$ cat src/rtl/btn_arb_pkg.sv
// Shared types, default constants and the round-robin pick helper for
// button_debounce_arbiter.
package btn_arb_pkg;

    // Largest supported requester count and the index width that covers it.
    localparam int unsigned MAX_BTN   = 16;
    localparam int unsigned MAX_IDX_W = 4;

    // Default timing: roughly 0.17 s hold-off at 100 MHz, single-cycle LED pulse.
    localparam int unsigned DEF_DELAY_CNT = 16777216;
    localparam int unsigned DEF_PULSE_CYC = 1;

    typedef enum logic [1:0] {
        IDLE   = 2'd0,
        SETTLE = 2'd1,
        CHECK  = 2'd2,
        PULSE  = 2'd3
    } state_t;

    // First set bit of pending at or after ptr, wrapping at n. Returns 0 when
    // pending is empty; callers only use the result when |pending.
    function automatic int unsigned rr_pick(
        input logic [MAX_BTN-1:0] pending,
        input int unsigned        ptr,
        input int unsigned        n
    );
        int unsigned idx;
        logic        found;
        rr_pick = 0;
        found   = 1'b0;
        for (int unsigned k = 0; k < MAX_BTN; k++) begin
            idx = ptr + k;
            if (idx >= n) begin
                idx = idx - n;
            end
            if (!found && (k < n) && pending[idx[MAX_IDX_W-1:0]]) begin
                rr_pick = idx;
                found   = 1'b1;
            end
        end
    endfunction

endpackage

$ cat src/rtl/btn_sync_edge.sv
// Width-parameterised two-flop synchronizer plus a history flop for
// falling-edge detection on active-low inputs.
//   clk      : system clock
//   rst_n    : asynchronous reset, active-low; all flops reset to 1 (released)
//   i_async  : raw asynchronous inputs
//   o_sync   : synchronized level (registered)
//   o_fall_c : combinational falling-edge strobe (prev=1, cur=0)
module btn_sync_edge #(
    parameter int unsigned W = 1
) (
    input  logic         clk,
    input  logic         rst_n,
    input  logic [W-1:0] i_async,
    output logic [W-1:0] o_sync,
    output logic [W-1:0] o_fall_c
);

    logic [W-1:0] r_meta;
    logic [W-1:0] r_sync;
    logic [W-1:0] r_prev;

    // Synchronizer chain and one-cycle history.
    always_ff @(posedge clk or negedge rst_n) begin
        if (!rst_n) begin
            r_meta <= '1;
            r_sync <= '1;
            r_prev <= '1;
        end else begin
            r_meta <= i_async;
            r_sync <= r_meta;
            r_prev <= r_sync;
        end
    end

    assign o_sync   = r_sync;
    assign o_fall_c = r_prev & ~r_sync;

endmodule

$ cat src/rtl/button_debounce_arbiter.sv
// Shares one debounce hold-off timer between N_BTN active-low buttons.
// Presses are latched as pending requests and granted round-robin; after the
// hold-off the granted button is re-sampled and a confirmed press produces a
// PULSE_CYC-long one-hot LED pulse on that lane.
//   clk      : system clock
//   rst      : asynchronous reset, active-low
//   button   : raw buttons, active-low, asynchronous
//   LED      : one-hot confirmed-press pulse, 0 when idle
//   busy     : high while the arbiter is not idle
//   grant_id : index owning the timer (valid when busy)
//   rejected : one-cycle pulse when a granted press fails confirmation
module button_debounce_arbiter
    import btn_arb_pkg::*;
#(
    parameter  int unsigned N_BTN     = 4,
    parameter  int unsigned DELAY_W   = 25,
    parameter  int unsigned DELAY_CNT = DEF_DELAY_CNT,
    parameter  int unsigned PULSE_CYC = DEF_PULSE_CYC,
    localparam int unsigned IDX_W     = $clog2(N_BTN)
) (
    input  logic             clk,
    input  logic             rst,
    input  logic [N_BTN-1:0] button,
    output logic [N_BTN-1:0] LED,
    output logic             busy,
    output logic [IDX_W-1:0] grant_id,
    output logic             rejected
);

    logic [N_BTN-1:0]   w_sync;
    logic [N_BTN-1:0]   w_fall;

    state_t             r_state;
    state_t             w_state_nxt;
    logic [DELAY_W-1:0] r_cnt;
    logic [DELAY_W-1:0] w_cnt_nxt;
    logic [N_BTN-1:0]   r_pending;
    logic [N_BTN-1:0]   w_pending_nxt;
    logic [IDX_W-1:0]   r_rr_ptr;
    logic [IDX_W-1:0]   w_rr_nxt;
    logic [IDX_W-1:0]   r_grant;
    logic [IDX_W-1:0]   w_grant_nxt;
    logic [N_BTN-1:0]   r_led;
    logic [N_BTN-1:0]   w_led_nxt;
    logic               r_rej;
    logic               w_rej_nxt;
    logic               r_busy;
    logic               w_busy_nxt;

    logic [IDX_W-1:0]   w_pick;
    logic [N_BTN-1:0]   w_grant_mask;
    logic [N_BTN-1:0]   w_new_press;
    logic [IDX_W-1:0]   w_grant_inc;

    btn_sync_edge #(
        .W (N_BTN)
    ) u_sync (
        .clk      (clk),
        .rst_n    (rst),
        .i_async  (button),
        .o_sync   (w_sync),
        .o_fall_c (w_fall)
    );

    // Arbitration helpers.
    assign w_pick       = IDX_W'(rr_pick(MAX_BTN'(r_pending), 32'(r_rr_ptr), N_BTN));
    assign w_grant_mask = N_BTN'(1) << r_grant;
    assign w_grant_inc  = (r_grant == IDX_W'(N_BTN - 1)) ? '0 : r_grant + IDX_W'(1);

    // The granted lane is masked while busy, so a set and a clear of the
    // same pending bit never collide.
    assign w_new_press  = w_fall & ~(r_busy ? w_grant_mask : '0);

    // State register and datapath registers.
    always_ff @(posedge clk or negedge rst) begin
        if (!rst) begin
            r_state   <= IDLE;
            r_cnt     <= '0;
            r_pending <= '0;
            r_rr_ptr  <= '0;
            r_grant   <= '0;
            r_led     <= '0;
            r_rej     <= 1'b0;
            r_busy    <= 1'b0;
        end else begin
            r_state   <= w_state_nxt;
            r_cnt     <= w_cnt_nxt;
            r_pending <= w_pending_nxt;
            r_rr_ptr  <= w_rr_nxt;
            r_grant   <= w_grant_nxt;
            r_led     <= w_led_nxt;
            r_rej     <= w_rej_nxt;
            r_busy    <= w_busy_nxt;
        end
    end

    // Next-state and next-output logic.
    always_comb begin
        w_state_nxt   = r_state;
        w_cnt_nxt     = r_cnt;
        w_pending_nxt = r_pending | w_new_press;
        w_rr_nxt      = r_rr_ptr;
        w_grant_nxt   = r_grant;
        w_led_nxt     = r_led;
        w_rej_nxt     = 1'b0;
        w_busy_nxt    = 1'b0;

        case (r_state)
            IDLE: begin
                if (|r_pending) begin
                    w_grant_nxt           = w_pick;
                    w_pending_nxt[w_pick] = 1'b0;
                    w_cnt_nxt             = '0;
                    w_state_nxt           = SETTLE;
                end
            end
            SETTLE: begin
                if (r_cnt == DELAY_W'(DELAY_CNT - 1)) begin
                    w_cnt_nxt   = '0;
                    w_state_nxt = CHECK;
                end else begin
                    w_cnt_nxt = r_cnt + DELAY_W'(1);
                end
            end
            CHECK: begin
                w_rr_nxt = w_grant_inc;
                if (!w_sync[r_grant]) begin
                    w_led_nxt   = w_grant_mask;
                    w_state_nxt = PULSE;
                end else begin
                    w_rej_nxt   = 1'b1;
                    w_state_nxt = IDLE;
                end
            end
            PULSE: begin
                if (r_cnt == DELAY_W'(PULSE_CYC - 1)) begin
                    w_led_nxt   = '0;
                    w_cnt_nxt   = '0;
                    w_state_nxt = IDLE;
                end else begin
                    w_cnt_nxt = r_cnt + DELAY_W'(1);
                end
            end
            default: begin
                w_state_nxt = IDLE;
            end
        endcase

        w_busy_nxt = (w_state_nxt != IDLE);
    end

    assign LED      = r_led;
    assign busy     = r_busy;
    assign grant_id = r_grant;
    assign rejected = r_rej;

endmodule
$ cat config.mk
export PLATFORM = sky130hd
export DESIGN_NAME = button_debounce_arbiter
export DESIGN_NICKNAME = d
export VERILOG_FILES = /design/src/rtl/btn_arb_pkg.sv /design/src/rtl/btn_sync_edge.sv /design/src/rtl/button_debounce_arbiter.sv
export SDC_FILE = /design/constraint.sdc
export NUM_CORES = 1
export LEC_CHECK = 0
export CORE_MARGIN = 1
export CORE_UTILIZATION = 54
export DETAILED_ROUTE_END_ITERATION = 16
export PLACE_DENSITY = 0.72
export SYNTH_ARGS = -nofsm -noshare
export SYNTH_HDL_FRONTEND = slang
export SYNTH_SLANG_ARGS = --single-unit
$ cat constraint.sdc
create_clock -name clk -period 2.45 [get_ports clk]
set_input_delay 0.49 -clock clk [delete_from_list [all_inputs] [get_ports clk]]
set_output_delay 0.49 -clock clk [all_outputs]
set_load 0.05 [all_outputs]
==> metrics list, run 1 <==
* Gate Count Post-Synth: 312
* Synth Net Count: 328
* Max Buffers Root-to-Sink: 2
- For this run, global-route usage on met1 was measured as 0.337.
* Final weighted congestion of routability-driven global placement: 0.894
* Die span in x: approximately 76 microns
- Deepest level of the CTS H-tree: 2
* Maximum ir drop on the vdd rail: 405 uV
* Synth Flop Type: sky130_fd_sc_hd__dfrtp_1
* Later-pin clock latency in the skew report: 0.30 ns
* Peak-usage layer in the global routing report: met2
* Startpoint-to-endpoint class of the critical path: reg -> reg
- Clock Skews: 0.00948 ns
* Setup TNS: 0 ns
- The first routing iteration left about 210 violations.
- Met2 Resource Use GR: 0.414
- For the pin with the worst max-slew slack, the measured transition is 0.547 ns.
* Status: finished, final reports clean
- Clock tree from TritonCTS: yes
- Worst Setup Start Kind: register
- Post-Layout Cell Count: 406
* Number of antenna-violating nets in the routed design: 0
- Number of global-route vias before repair: roughly 2,400
- Row generation in the floorplan step produced 26 rows.
* Nets@finish: 351
* RSZ-0062 raised after global routing: no
* Worst rel slew slack: 0.635
* Ratio of final minimum period to clock period: 0.962
- Synth-to-layout area growth: 14.8%
- The core region is 5240 sq um.
* Top achievable clock speed: 0.424 GHz
- The first TritonRoute pass finished after 4 iterations.
- Total congestion overflow: 0
- For this design, the CTS-stage hold fixing added 0 buffers.
- The first global-routing pass estimated 11,600 microns of wire.
- Input/output buffers: 13
- In this run, synthesis inferred 0 flip-flops with an integrated enable.
- Across the run, the number of max-cap violations was 0.
* GRT Total Usage: 0.251
- Num CTS Buffers: 5
* Most frequent cells in the layout: 40 x sky130_fd_sc_hd__dfrtp_1, 40 x sky130_fd_sc_hd__nand2_1, 25 x sky130_fd_sc_hd__nand3_1
- Average detailed-routed wire length per instance: 16.5 microns
- Clk sinks: 53
- Subtracting the final worst setup slack from the clock period gives about 2.4 ns.
- Area enclosed by the die boundary: 5850 sq um
* Distinct cells, synth: 52
* Post-synthesis register bit count: 53
* Initial Util: 0.572
- For this run, the register share of the synthesized area comes to 0.448.
- At the worst endpoint, the arrival time is ~2.5 ns.
- Worst endpoint required time: roughly 2.6 ns
- In the routed design, unresolved DRC markers number 0.
- On the final layout, the worst hold slack is between 0.15 and 0.2 ns.
- Post-CTS setup buffer count: 0
* Top-level I/O count: 14
- The count of final hold-check violations came to 0.
* Largest driver fanout on the critical path: 10
- Final HPWL from detailed placement: 4740 microns
- Slew Limit Fails: 0
- Total via count after detailed routing: 2,461
* Antenna violations before repair: 0
- Post-synthesis instance area: 3000 sq um
- In the global route stage, met3 resource usage came out at 0.0431.
- CTS placed an instance of sky130_fd_sc_hd__clkbuf_8 at the clock tree root.
- Layout cell share with drive strength beyond 1: 0.164
- In the synthesized netlist the async set-or-reset flop fraction comes to 1.00.
- Synthesis warning total: 0
* Worst R2R Path Depth: 7
* Die height: 76.5 microns
- Routed Wire Length: 6700 microns
* Largest net degree at the start of global routing: 54
- Final setup fails: 0
* Synthesized area per cell: around 9.6 sq um
- The repair_antennas step left the layout with diodes totalling 0.
* Worst Setup End Kind: register
- Total power per unit cell area: 549 nW/um^2
* Via/cell ratio: slightly above 6
- In this run the static leakage power is 1.51 nW.
* Clock slew at reported path FFs: 0.09 ns
* Placed cell count: 398
* FILL cells: around 420
- Min-Delay Path Class: in -> async
- At the end of the flow the core is filled with cells to 0.657.
[cell families (layout without fill, tap and decap cells)]
logic type,Yosys count,count (layout),share of synthesized area
flip-flops,53,53,0.448
XOR/XNOR,4,4,0.0117
multiplexers,18,18,0.0756
AO/OA/AOI/OAI,62,62,0.145
buffers and inverters,30,54,0.0401
AND/OR/NAND/NOR,135,135,0.238
adder cells (fa/ha/maj),10,10,0.0418
[cell type report]
type	count	area, sq um	area share
Multi-Input combinational cell	229	1580	0.460
Sequential cell	53	1340	0.390
Timing Repair Buffer	27	255	0.0742
Clock buffer	7	96.3	0.0280
Tap cell	70	87.6	0.0255
Inverter	19	71.3	0.0207
Clock inverter	1	5.00	0.00146
[sequential cells by signal, indices dropped and copies added, names as in the netlist]
signal         count
r_cnt             25
LED                4
r_pending          4
u_sync.o_sync      4
u_sync.r_meta      4
u_sync.r_prev      4
grant_id           2
r_rr_ptr           2
r_state            2
busy               1
rejected           1
[worst max-delay path, stage by stage, from the launching register on]
cell and delay [ns]:
sky130_fd_sc_hd__dfrtp_2 0.45, sky130_fd_sc_hd__buf_4 0.19, sky130_fd_sc_hd__ha_1 0.21, sky130_fd_sc_hd__and2_0 0.16, sky130_fd_sc_hd__or3b_4 0.43, sky130_fd_sc_hd__or4_4 0.54, sky130_fd_sc_hd__o31ai_1 0.13, sky130_fd_sc_hd__a21oi_1 0.13
[synthesized netlist by cell type (4+ instances only)]
master,count,area share
sky130_fd_sc_hd__mux2i_1,11,0.037
sky130_fd_sc_hd__inv_1,19,0.024
sky130_fd_sc_hd__ha_1,10,0.042
sky130_fd_sc_hd__nand2_1,40,0.050
sky130_fd_sc_hd__and4_1,4,0.012
sky130_fd_sc_hd__and3_1,7,0.015
sky130_fd_sc_hd__nor2_1,9,0.011
sky130_fd_sc_hd__nor4_1,9,0.019
sky130_fd_sc_hd__clkbuf_1,10,0.013
sky130_fd_sc_hd__and2_1,5,0.010
sky130_fd_sc_hd__o21ai_0,14,0.023
sky130_fd_sc_hd__dfstp_2,12,0.11
sky130_fd_sc_hd__nand4_1,10,0.021
sky130_fd_sc_hd__a31oi_1,11,0.023
sky130_fd_sc_hd__a21oi_1,7,0.012
sky130_fd_sc_hd__mux2_2,4,0.015
sky130_fd_sc_hd__nand3_1,25,0.042
sky130_fd_sc_hd__or3_1,12,0.025
sky130_fd_sc_hd__dfrtp_1,41,0.34
sky130_fd_sc_hd__o31ai_1,4,0.010
[where the power goes]
group / internal (mW) / switching (mW) / total (mW) / leakage [nW]
logic: 0.131 / 0.166 / 0.297 / 0.803
clock network: 0.256 / 0.286 / 0.542 / 0.0542
registers: 0.950 / 0.101 / 1.05 / 0.650
[per-stage QoR]
step | setup WS [ns] | instance area (sq um) | total power, mW
after global placement | 0.149 | 3290 | 1.34
after CTS | 0.0503 | 3390 | 1.89
after global routing | 0.0267 | 3440 | 1.99
after detailed placement | 0.0550 | 3290 | 1.36
final | 0.0942 | 3440 | 1.89
after floorplan | 0.0505 | 3000 | 1.24
[metal layers]
metal | wire length (microns) | share of wire
met5 | 0 | 0
met4 | 97 | 0.014
met3 | 237 | 0.035
met2 | 3380 | 0.50
met1 | 2990 | 0.45
[final timing paths]
path | start | endpoint | slack [ns]
worst max-delay path | r_rr_ptr[0] | r_pending[2] | 0.09
worst min-delay path | rst | r_pending[3] | 0.15
worst max register to register | r_rr_ptr[0] | r_pending[2] | 0.09
worst min register to register | u_sync.r_meta[0] | u_sync.o_sync[0] | 0.36
max in group asynchronous | rst | u_sync.r_prev[0] | 1.99
min in group clk | u_sync.r_meta[0] | u_sync.o_sync[0] | 0.36
[timing repair]
item,4_1_cts,5_1_grt
endpoints found under the setup margin,0,22
endpoints found under the hold margin,0,0
gates resized for setup,0,7
Note: power is estimated with default switching activity, not from simulation.
==> run 2, diff against run 1 <==
Settings changed: SYNTH_HIERARCHICAL set to 1.
==> run 2 against run 1 <==
  * Critical path depth is 1 lower
  * Largest power group unchanged
  * Count of clock-buffer cells in the layout shrank 2
  * Register-to-register slack improved by 0.02 ns
  * Wire length decreased by 8.7%
  * Via count fell by 4.5%
  * Worst hold slack better by 0.036 ns
  * Global-route usage decreased by 2.1 points
  * Die area decreased by 2.1%
  * Setup slack gained 0.020 ns
  * Area after synthesis decreased by 2.2%
  * Clock skew shrank 0.0049 ns
  * Largest cell class unchanged
  * First-iteration DRC count fell by 19%
==> metrics list, run 2 <==
- Post-synthesis register bit count: 53
- Cell types with the highest counts after synthesis: 41 x sky130_fd_sc_hd__dfrtp_1, 32 x sky130_fd_sc_hd__nand2_1, 26 x sky130_fd_sc_hd__o21ai_0
- Number of flip-flops under the largest register name: 25
- Before CTS, the worst setup slack after placement is 0.140 ns.
* Startpoint-to-endpoint class of the critical path: reg -> reg
- Power comes to approximately 1.8 mW.
* Sequential-to-total area share from yosys stat: 0.458
* Antenna violations before repair: 0
* Synthesized area per cell: about 9.6 sq um
- In this run the worst path has a maximum fanout of 4.
* Die height: between 70 and 80 microns
- Measured along the x axis, the die boundary spans 75.7 microns.
- Root buffer selected by CTS: sky130_fd_sc_hd__clkbuf_8
- Worst endpoint required time: 2.66 ns
- Crit path DAT: about 2.5 ns
* Final weighted congestion of routability-driven global placement: 0.864
* Most frequent cells in the layout: 41 x sky130_fd_sc_hd__dfrtp_1, 32 x sky130_fd_sc_hd__nand2_1, 26 x sky130_fd_sc_hd__o21ai_0
- Worst Setup End Kind: register
- Area share of the largest cell type after synthesis: 0.350
- Across the routed clock network, the largest skew measured is 0.00459 ns.
- By area the synthesized netlist is led by sky130_fd_sc_hd__dfrtp_1 35%, sky130_fd_sc_hd__dfstp_2 11%, sky130_fd_sc_hd__o21ai_0 4.4%.
- RSZ-0062 raised after global routing: no
* Cell type contributing the most total cell area after synthesis: sky130_fd_sc_hd__dfrtp_1
- Entering global routing, the biggest net connects 29 pins.
* Gate Count Post-Synth: 306
- In the final design database the tool counted 336 nets.
- Clock tree from TritonCTS: yes
* Total of cells resized after clock tree synthesis: 0
- In the post-synthesis netlist, the cell with the most instances is sky130_fd_sc_hd__dfrtp_1.
- After detailed routing, the average wire length per cell comes to 15.7 microns.
- Synth-to-layout area growth: 11.5%
* 1st-iter DRT viols: 170
* Register containing the most flip-flops in the final layout: r_cnt
- The count of final hold-check violations came to 0.
- Slew Limit Fails: 0
- Deepest level of the CTS H-tree: 2
- Post-synthesis instance area: 2930 sq um
* Global-route wire length before repair: 9870 microns
- Clk sinks: 53
- Pre-Repair DR Iteration Count: 4
* DRC errors left: 0
* Core region area: just over 5000 sq um
- For this configuration, the core starts out at a cell density of 0.567.
- Number of antenna-violating nets in the routed design: 0
- The flow ran to the end, and the final reports show no timing, DRC or antenna violations.
- Measured on the finished design, the core utilization comes to 0.632.
- Buffers added to address setup during post-CTS repair amount to 0.
- The routed layout has 2,351 vias.
- Area enclosed by the die boundary: roughly 5700 sq um
- Layout cell share with drive strength beyond 1: 0.131
- At the pin with the least slew margin, the transition time is around 0.64 ns.
- Worst rel slew slack: 0.571
* Later-pin clock latency in the skew report: 0.31 ns
* Ratio of final minimum period to clock period: 0.954
* Fraction of registers with async set or reset after synthesis: 1.00
- Summed over all layers, the routed wires come to ~6000 microns.
* Worst Setup Start Kind: register
- Number of global-route vias before repair: 2,104
- In this run the static leakage power is ~1.4 nW.
- The number of placed instances, taps included, is 383.
- In the routed layout, each cell is associated on average with a via count of between 6 and 7.
- Subtracting the final worst setup slack from the clock period gives 2.34 ns.
- Leaving out fill and tap cells, the most frequent cell in the layout is sky130_fd_sc_hd__dfrtp_1.
- The number of nets handed over by synthesis was 322.
- Slack of the worst reg-to-reg path: 0.11 ns
* Total power per unit cell area: 557 nW/um^2
- Post-route worst setup slack: 0.114 ns
- For this design the top-level I/O count stands at 14.
- Setup TNS: 0 ns
- Buffers inserted to repair hold after CTS numbered 0.
- Summed over all layers, the global routing overflow is 0.
- The longest clock path from root to sink contains 2 buffers.
- Ant diodes: 0
* Final setup fails: 0
* Synthesis warning total: 6
- During placement, the flow inserted port buffers numbering 13.
* Synth Flop Type: sky130_fd_sc_hd__dfrtp_1
- Rows: 26
* Min-Delay Path Class: in -> async
* Post-Layout Cell Count: 391
- The tool flagged a number of max-cap violations equal to 0.
- Number of enable-type register cells in the synthesized netlist: 0
- Num CTS Buffers: 5
- Summed over all nets, the half-perimeter wirelength after detailed placement is around 4400 microns.
- The worst-case IR drop observed on VDD is 460 uV.
* Clock slew at reported path FFs: 0.10 ns
- After synthesis, the netlist uses 57 different library cells.
- Based on the critical path, the design can be clocked at up to 0.428 GHz.
* GRT Total Usage: 0.230
[run 2: per-stage QoR]
step	cell area (sq um)	hold slack, ns
CTS	3270	0.206
floorplan	2930	0.194
global placement	3170	0.346
finish	3270	0.188
detailed placement	3170	0.348
global route	3270	0.240
[run 2: final timing paths]
check                                 start                to  cells past startpoint
min in group clk           u_sync/r_meta[2]  u_sync/o_sync[2]                      0
setup / recovery                r_rr_ptr[1]      r_pending[3]                      6
hold / removal                          rst       r_rr_ptr[0]                      1
setup reg to reg                r_rr_ptr[1]      r_pending[3]                      6
hold reg to reg            u_sync/r_meta[2]  u_sync/o_sync[2]                      0
max in group asynchronous               rst         r_cnt[21]                      2
[run 2: cell families (layout without fill, tap and decap cells)]
| logic type | after synthesis | count (layout) | synth area share |
|---|---|---|---|
| AND/OR/NAND/NOR | 107 | 107 | 0.195 |
| AO/OA/AOI/OAI | 85 | 85 | 0.192 |
| flip-flops | 53 | 53 | 0.458 |
| buffers and inverters | 34 | 49 | 0.0469 |
| multiplexers | 15 | 15 | 0.0606 |
| adder cells (fa/ha/maj) | 10 | 10 | 0.0427 |
| XOR/XNOR | 2 | 2 | 0.00598 |
[run 2: power breakdown]
part	internal (mW)	switching, mW
clock	0.209	0.304
combinational	0.120	0.140
sequential	0.949	0.101
total	1.28	0.544
[run 2: layout make-up]
cell class | count | area, sq um
clock buffer | 5 | 68.8
clock inverter | 3 | 26.3
fill | 426 | 1900
inverter | 18 | 67.6
multi-input combinational | 219 | 1450
sequential | 53 | 1340
tap | 70 | 87.6
timing repair buffer | 23 | 225
[run 2: worst max-delay path, stage by stage (launching register included)]
cell and delay, ns:
sky130_fd_sc_hd__dfrtp_1 0.37, sky130_fd_sc_hd__inv_1 0.08, sky130_fd_sc_hd__ha_1 0.36, sky130_fd_sc_hd__mux4_2 0.53
sky130_fd_sc_hd__and2_1 0.19, sky130_fd_sc_hd__a311o_1 0.35, sky130_fd_sc_hd__o32a_1 0.35
[run 2: metal layers]
metal	GRT usage	part of all wire	vias to the layer above
li1	-	-	1149
met1	0.334	0.48	1113
met2	0.344	0.45	80
met3	0.0476	0.062	9
met4	0.0802	0.015	0
met5	0	0	-
